$ cat src/rtl/pipelined_control_unit.sv
// Decode stage control unit: registers decoded control into ID/EX, tracks the
// destination of the last LDD and stalls dependent instructions for LOAD_LAT cycles.
module pipelined_control_unit #(
  parameter int unsigned INST_W    = 16,
  parameter int unsigned REG_AW    = 3,
  parameter int unsigned LOAD_LAT  = 1,
  parameter int unsigned HAZARD_EN = 1
) (
  input  logic              clk,
  input  logic              rst_n,
  input  logic [INST_W-1:0] inst_i,
  input  logic              inst_valid_i,
  input  logic              flush_i,
  input  logic              illegal_clr_i,
  output logic              stall_o,
  output logic              ex_valid_o,
  output logic              ex_wb_alu_to_reg_o,
  output logic              ex_reg_write_o,
  output logic              ex_mem_read_o,
  output logic              ex_mem_write_o,
  output logic [1:0]        ex_alu_op_o,
  output logic [REG_AW-1:0] ex_rdst_o,
  output logic [REG_AW-1:0] ex_rsrc_o,
  output logic              illegal_o
);

  localparam logic [2:0] OpLdm = 3'b001;
  localparam logic [2:0] OpStd = 3'b010;
  localparam logic [2:0] OpAdd = 3'b011;
  localparam logic [2:0] OpNot = 3'b100;
  localparam logic [2:0] OpNop = 3'b101;
  localparam logic [2:0] OpLdd = 3'b110;

  typedef enum logic [0:0] {StIdle, StPending} state_e;

  logic [2:0]        op;
  logic [REG_AW-1:0] rdst, rsrc;
  logic [5:0]        ctl_dec;  // {wb_alu_to_reg, reg_write, mem_read, mem_write, alu_op}
  logic              reads_rdst, reads_rsrc, legal;
  logic              hazard, issue;
  logic              unused_inst;

  state_e            state_q, state_d;
  logic [1:0]        cnt_q, cnt_d;
  logic [REG_AW-1:0] pend_rd_q, pend_rd_d;
  logic              ex_valid_q, ex_valid_d;
  logic [5:0]        ex_ctl_q, ex_ctl_d;
  logic [REG_AW-1:0] ex_rdst_q, ex_rdst_d, ex_rsrc_q, ex_rsrc_d;
  logic              illegal_q, illegal_d;

  assign op          = inst_i[INST_W-1 -: 3];
  assign rdst        = inst_i[INST_W-4 -: REG_AW];
  assign rsrc        = inst_i[INST_W-4-REG_AW -: REG_AW];
  assign unused_inst = ^inst_i[INST_W-4-2*REG_AW:0];

  always_comb begin
    ctl_dec    = 6'b0;
    reads_rdst = 1'b0;
    reads_rsrc = 1'b0;
    legal      = 1'b1;
    case (op)
      OpLdm: ctl_dec = 6'b0100_11;
      OpStd: begin
        ctl_dec    = 6'b0001_10;
        reads_rdst = 1'b1;
        reads_rsrc = 1'b1;
      end
      OpAdd: begin
        ctl_dec    = 6'b1100_00;
        reads_rdst = 1'b1;
        reads_rsrc = 1'b1;
      end
      OpNot: begin
        ctl_dec    = 6'b1100_01;
        reads_rdst = 1'b1;
      end
      OpNop: ctl_dec = 6'b0000_11;
      OpLdd: begin
        ctl_dec    = 6'b0110_10;
        reads_rsrc = 1'b1;
      end
      default: legal = 1'b0;
    endcase
  end

  assign hazard  = (state_q == StPending) &&
                   ((reads_rdst && (rdst == pend_rd_q)) || (reads_rsrc && (rsrc == pend_rd_q)));
  assign stall_o = (HAZARD_EN != 0) && inst_valid_i && !flush_i && hazard;
  assign issue   = inst_valid_i && !flush_i && !stall_o;

  always_comb begin
    state_d   = state_q;
    cnt_d     = cnt_q;
    pend_rd_d = pend_rd_q;
    if (flush_i) begin
      state_d = StIdle;
      cnt_d   = 2'd0;
    end else if (issue && (op == OpLdd)) begin
      state_d   = StPending;
      cnt_d     = 2'(LOAD_LAT);
      pend_rd_d = rdst;
    end else if (state_q == StPending) begin
      cnt_d = cnt_q - 2'd1;
      if (cnt_q == 2'd1) state_d = StIdle;
    end
  end

  always_comb begin
    ex_valid_d = 1'b0;
    ex_ctl_d   = 6'b0;
    ex_rdst_d  = '0;
    ex_rsrc_d  = '0;
    if (issue && legal) begin
      ex_valid_d = 1'b1;
      ex_ctl_d   = ctl_dec;
      ex_rdst_d  = rdst;
      ex_rsrc_d  = rsrc;
    end
    // A new illegal opcode outranks a same-cycle clear.
    illegal_d = (issue && !legal) || (illegal_q && !illegal_clr_i);
  end

  always_ff @(posedge clk or negedge rst_n) begin
    if (!rst_n) begin
      state_q    <= StIdle;
      cnt_q      <= 2'd0;
      pend_rd_q  <= '0;
      ex_valid_q <= 1'b0;
      ex_ctl_q   <= 6'b0;
      ex_rdst_q  <= '0;
      ex_rsrc_q  <= '0;
      illegal_q  <= 1'b0;
    end else begin
      state_q    <= state_d;
      cnt_q      <= cnt_d;
      pend_rd_q  <= pend_rd_d;
      ex_valid_q <= ex_valid_d;
      ex_ctl_q   <= ex_ctl_d;
      ex_rdst_q  <= ex_rdst_d;
      ex_rsrc_q  <= ex_rsrc_d;
      illegal_q  <= illegal_d;
    end
  end

  assign ex_valid_o         = ex_valid_q;
  assign ex_wb_alu_to_reg_o = ex_ctl_q[5];
  assign ex_reg_write_o     = ex_ctl_q[4];
  assign ex_mem_read_o      = ex_ctl_q[3];
  assign ex_mem_write_o     = ex_ctl_q[2];
  assign ex_alu_op_o        = ex_ctl_q[1:0];
  assign ex_rdst_o          = ex_rdst_q;
  assign ex_rsrc_o          = ex_rsrc_q;
  assign illegal_o          = illegal_q;

endmodule
$ cat config.mk
export PLATFORM = sky130hd
export DESIGN_NAME = pipelined_control_unit
export DESIGN_NICKNAME = d
export VERILOG_FILES = /design/src/rtl/pipelined_control_unit.sv
export SDC_FILE = /design/constraint.sdc
export NUM_CORES = 1
export LEC_CHECK = 0
export CORE_MARGIN = 2
export CORE_UTILIZATION = 25
export DETAILED_ROUTE_END_ITERATION = 8
export GPL_TIMING_DRIVEN = 0
export REMOVE_ABC_BUFFERS = 1
export SYNTH_ARGS = -nofsm -noshare
export SYNTH_HDL_FRONTEND = slang
export SYNTH_SLANG_ARGS = --single-unit
$ cat constraint.sdc
create_clock -name clk -period 2 [get_ports clk]
set_clock_uncertainty 0.15 [all_clocks]
set_input_delay 0.3 -clock clk [delete_from_list [all_inputs] [get_ports clk]]
set_output_delay 0.3 -clock clk [all_outputs]
set_load 0.03 [all_outputs]
==> summary.md <==
| Metric | Value |
|---|---|
| Status | `finished, violations left` |
| Failing checks | `setup timing` |
| Die ar. | `approximately 4000 um2` |
| Asr flop ratio synth | `1.00` |
| Std-Cell Rows | `21` |
| Wirelength per Cell | `around 11 um` |
| Antenna diode count | `0` |
| Port Buffers | `28` |
| Layout cells sized above 1 | `0.157` |
| Leak Pwr | `about 0.58 nW` |
| Critical path arrival | `roughly 2.1 ns` |
| Primary FF master, synth | `dfrtp_1` |
| Setup crit start kind | `register` |
| CTS root buffer | `clkbuf_4` |
| Cell with the most instances after synthesis | `dfrtp_1` |
| Clock buffer depth | `2` |
| Share of the synthesized area in the top cell type | `0.564` |
| Initial Utilization | `0.264` |
| Total gr overflow | `0` |
| Post-route DRC | `0` |
| Number of synthesized flops with an enable pin | `0` |
| Fmax | `about 0.48 GHz` |
| Worst hold path type | `in -> reg` |
| Syn Area/Cell | `roughly 12 um2` |
| Top cells by area, synth | `dfrtp_1 56%, xnor2_1 6.9%, and2_1 4.2%` |
| Worst skew pair latency | `0.29 ns` |
| Routed WL | `between 1.5 and 2 mm` |
| Vias in the first global route | `between 500 and 600` |
| Area of the core | `approximately 3400 um2` |
| Drt first-iter violations | `7` |
| Die height | `about 64 um` |
| Routability cong. | `0.797` |
| Clock sink count | `20` |
| Top cells by instance count after synthesis | `20 x dfrtp_1, 10 x nor2_1, 7 x xnor2_1` |
| TritonCTS clock tree | `done` |
| Worst path max stage delay | `roughly 0.42 ns` |
| Drt pass-1 iters | `4` |
| Synth cell types | `25` |
| Synth area leader | `dfrtp_1` |
| Syn Inst Count | `76` |
| Num ports | `36` |
| Fin crit share | `1.05` |
| Count of final setup violators | `9` |
| Mapped Area | `a little under 900 um2` |
| CP Max Fanout | `4` |
| Global-route wire length before repair | `around 2.8 mm` |
| Htree depth | `1` |
| Nets@finish | `132` |
| Tmin final | `2.10 ns` |
| Setup TNS | `-0.357 ns` |
| Final core utilization | `0.383` |
| Worst-path cell chain | `buf_6 > xnor2_2 > and4_4 > o211a_1 > nor4_4 > buf_4 > mux2_2` |
| Slew Limit Fails | `0` |
| Worst Max-Slew Pin Slew | `about 0.90 ns` |
| Unrepaired setup endpoints after global routing | `true` |
| WL met3 | `just under 90 um` |
| CP endpoint kind | `register` |
| Setup ws final | `-0.101 ns` |
| Pwr Total | `approximately 840 uW` |
| Overall Global Routing Usage | `0.0879` |
| Worst vdd ir | `223 uV` |
| Met2 Wirelength | `845 um` |
| Largest net degree at the start of global routing | `21` |
| Via/cell ratio | `4.27` |
| PwrDens | `653 nW/um2` |
| Top Metal Used | `met4` |
| Met1 wire length | `between 700 and 800 um` |
| Hold Vio Cnt, Final | `0` |
| Register area share after synthesis | `0.564` |
| Synthesized flop and latch total | `20` |
| Antenna Violating Nets Remaining | `0` |
| Worst path slowest cell | `dfrtp_1` |
| Critical path class | `reg -> reg` |
| # fillers | `357` |
| Maxcap violations | `0` |
| Clock buffer count from CTS | `3` |
| Initial antenna violation count | `0` |
| Hpwl dp | `~1.2 mm` |
| Rel. slew slack | `0.400` |
| CP Data Required Time | `2.04 ns` |
| Clk pin slew, worst setup/hold paths | `between 0.1 and 0.15 ns` |
| Synth warnings | `0` |
| Die Width | `63.6 um` |
| Vias | `approximately 660` |
| Area Overhead vs Synth | `45.1%` |
cell usage in the layout, fill, tap and decap left out:
| cell type | n |
|---|---|
| clkdlybuf4s50_1 | 23 |
| dfrtp_1 | 20 |
| nor2_1 | 10 |
| xnor2_1 | 6 |
| and2_1 | 6 |
| dlygate4sd2_1 | 4 |
| nand2_1 | 3 |
| xor2_1 | 3 |
| clkbuf_4 | 3 |
| buf_4 | 3 |
| a21oi_1 | 2 |
| nand2b_1 | 2 |
| nor3_1 | 2 |
| inv_1 | 2 |
| mux2_4 | 2 |
| buf_6 | 2 |
| nor4_2 | 1 |
| xnor2_2 | 1 |
| and4_4 | 1 |
| o211a_1 | 1 |
| o211ai_1 | 1 |
| nor4_4 | 1 |
| and3_1 | 1 |
| a22o_1 | 1 |
| nor3b_1 | 1 |
| or2_4 | 1 |
| o21bai_1 | 1 |
| mux2i_1 | 1 |
| nor3_2 | 1 |
| mux2_2 | 1 |
| ha_1 | 1 |
logic make-up (layout without fill, tap and decap cells):
family / count (synthesis) / after routing / share of synthesized area
AO/OA/AOI/OAI: 6 / 6 / 0.0494
XOR/XNOR: 10 / 10 / 0.0987
adder cells (fa/ha/maj): 1 / 1 / 0.0141
buffers and inverters: 5 / 37 / 0.0296
flip-flops: 20 / 20 / 0.564
multiplexers: 4 / 4 / 0.0494
AND/OR/NAND/NOR: 30 / 30 / 0.195
worst max-delay path, delay by kind of cell, from the launching register on:
family / cells / cell delay [ns]
AND/OR/NAND/NOR: 2 / 0.42
multiplexers: 1 / 0.33
XOR/XNOR: 1 / 0.12
AO/OA/AOI/OAI: 1 / 0.25
flip-flops: 1 / 0.42
buffers and inverters: 2 / 0.31
final timing paths:
path,start,to,slack (ns),cells past startpoint
max in group asynchronous,rst_n,ex_valid_o,0.80,1
min reg2reg,illegal_o,illegal_o,0.39,1
min,inst_i[11],ex_rdst_o[1],0.26,2
max reg2reg,pend_rd_q[1],pend_rd_q[1],-0.10,7
min in group asynchronous,rst_n,cnt_q[1],0.35,1
max,pend_rd_q[1],pend_rd_q[1],-0.10,7
power breakdown:
part / internal (mW) / switching, mW / total, mW
clock network: 0.0700 / 0.120 / 0.190
registers: 0.432 / 0.0203 / 0.452
logic: 0.107 / 0.0926 / 0.199
total: 0.608 / 0.233 / 0.841
per-layer routing:
layer / up-vias / GRT usage
li1: 316 / -
met1: 320 / 0.109
met2: 18 / 0.143
met3: 4 / 0.0268
met4: 0 / 0.0326
met5: - / 0
state kept, by name, indices dropped and copies added, names as in the netlist:
| signal | count |
|---|---|
| ex_ctl_q | 6 |
| ex_rdst_o | 3 |
| ex_rsrc_o | 3 |
| pend_rd_q | 3 |
| cnt_q | 2 |
| ex_valid_o | 1 |
| illegal_o | 1 |
| state_q | 1 |
layout make-up:
cell class                      instances  area [um2]  area share
Multi-Input combinational cell         51         389       0.302
Tap cell                               46        57.6      0.0447
Sequential cell                        20         500       0.389
Clock buffer                            3        22.5      0.0175
Inverter                                2        7.51     0.00583
Timing Repair Buffer                   32         310       0.241
through the flow:
step	cells	worst slack, ns	hold WS [ns]	area, um2
floorplan	73	0.0992	-0.146	868
global placement	147	-0.895	0.349	1210
detailed placement	147	-0.941	0.353	1210
CTS	153	-0.106	0.252	1270
global route	154	-0.206	0.266	1290
finish	154	-0.101	0.259	1290
repair_timing:
action                                  4_1_cts  5_1_grt
resized for setup                            16        2
endpoints found under the setup margin       13       14
hold buffers                                  0        0
buffers inserted                              3        1
pin swaps                                     7        0
(Power assumes the default switching activity.)
==> variant (same settings) <==
`HAZARD_EN`: 1 -> 0.
--- a/src/rtl/pipelined_control_unit.sv
+++ b/src/rtl/pipelined_control_unit.sv
@@ -4,7 +4,7 @@
   parameter int unsigned INST_W    = 16,
   parameter int unsigned REG_AW    = 3,
   parameter int unsigned LOAD_LAT  = 1,
-  parameter int unsigned HAZARD_EN = 1
+  parameter int unsigned HAZARD_EN = 0
 ) (
   input  logic              clk,
   input  logic              rst_n,
Function: changed (Yosys sat finds a counterexample within 4 cycles, from zero or initial values and one cycle with rst_n low).
==> variant against the original RTL <==
Count of clock-buffer cells in the layout unchanged. Final area down 34%. Sequential share of layout area grew 2.4 points. Die area decreased by 35%. Register-to-register slack improved by 1.3 ns. Maximum frequency is 22% higher. Wire length shrank 46%. Via count decreased by 41%. Largest power group unchanged. Worst setup slack improved by 0.37 ns. Combinational power is 47% lower. Power is 35% lower. Sequential cell count fell by 6. Area after synthesis fell by 37%.
==> variant: results (changes against the original RTL) <==
[yosys]
netlist_top_cells_count=dfrtp_1 (14), and2_1 (6), nor2_1 (4)
synth.distinct_cells=20  ; -20%
synth_compound_area_share_pct=2.03  ; -2.9 points
synthMuxAreaShare_pct=0  ; -4.9 points
synth.area.top_cells=dfrtp_1 (63%), and2_1 (6.8%), buf_6 (4.1%), nor4b_1 (3.2%), xnor2_1 (3.2%)
synthXorXnorAreaFrac_pct=3.15  ; -6.7 points
synthAdderAreaFrac_pct=0  ; -1.4 points

[critical_path]
worstReg2RegEnd=illegal_o
r2r_slack_ns=1.22  ; +1.32 ns
worst_ep_arrival_time_ns=1.28  ; -0.86 ns
worst_r2r_path_depth=2  ; -5
cp_max_fo=2  ; -2
max_stage_delay_ns=0.67  ; +0.25 ns
worstReg2RegStart=illegal_o

[layout]
n_fill_cell=214  ; -40%
fin_nets=93  ; -30%

[cts]
clk_latency_ns=0.26  ; -0.03 ns
clk_pin_slew_ns=0.07  ; -0.04 ns

[power_and_ir_drop]
peakVddDrop_uv=254  ; +14%

[grt]
grt_use_total_pct=8.57  ; -0.22 points
grt_pass1_wl_mm=1.58  ; -43%
grt_max_degree=15  ; -29%
grt_pass1_vias=364  ; -38%

[status]
status=complete, no violations

[timing]
tightest_slew_ns=0.589  ; -0.308 ns

[min_path]
hold_class=input pin to async pin

[place]
numPortBuffers=27  ; -3.6%

## variant: stage by stage
step                      power, mW  cells  util (%)  setup WS [ns]  hold WS (ns)
final                         0.546     98      39.5          0.271         0.259
after global routing          0.588     98      39.5          0.200         0.294
after CTS                     0.561     98      39.5          0.241         0.273
after detailed placement      0.410     95      38.4          0.209         0.380
after global placement        0.409     95      38.4          0.234         0.376
after floorplan               0.349     40         -          0.840        -0.146
## variant: layout make-up
type | count | share of cell area (%)
inverters | 2 | 0.885
well taps | 28 | 4.13
clock buffers | 3 | 2.65
flip-flops and latches | 14 | 41.3
multi-input cells | 24 | 19.2
repair buffers | 27 | 31.9
## variant: how the worst max path moves through the flow
| stage | from | depth (start not counted) | endpoint |
|---|---|---|---|
| 6_report | illegal_o | 1 | illegal_o |
| 5_1_grt | illegal_o | 1 | illegal_o |
| 4_1_cts | illegal_o | 1 | illegal_o |
| 3_5_place_dp | inst_i[13] | 4 | ex_rdst_o[1] |
| 3_3_place_gp | inst_i[13] | 4 | ex_rsrc_o[1] |
| 2_1_floorplan | flush_i | 3 | ex_rdst_o[0] |
## variant: power breakdown
group | leakage (nW) | switching [mW] | internal [mW]
combinational | 0.155 | 0.0541 | 0.0523
sequential | 0.190 | 0.00285 | 0.294
clock | 0.0138 | 0.0734 | 0.0695
total | 0.359 | 0.130 | 0.415
## variant: per-layer routing
layer  part of all wire (%)  up-vias  routed length [µm]  global-route usage, %
met4                      0        0                   0                   6.76
met1                     41      171                 385                   9.58
li1                       -      191                   -                      -
met3                     16        0                 151                   4.39
met5                      0        -                   0                      0
met2                     43       24                 410                   12.1
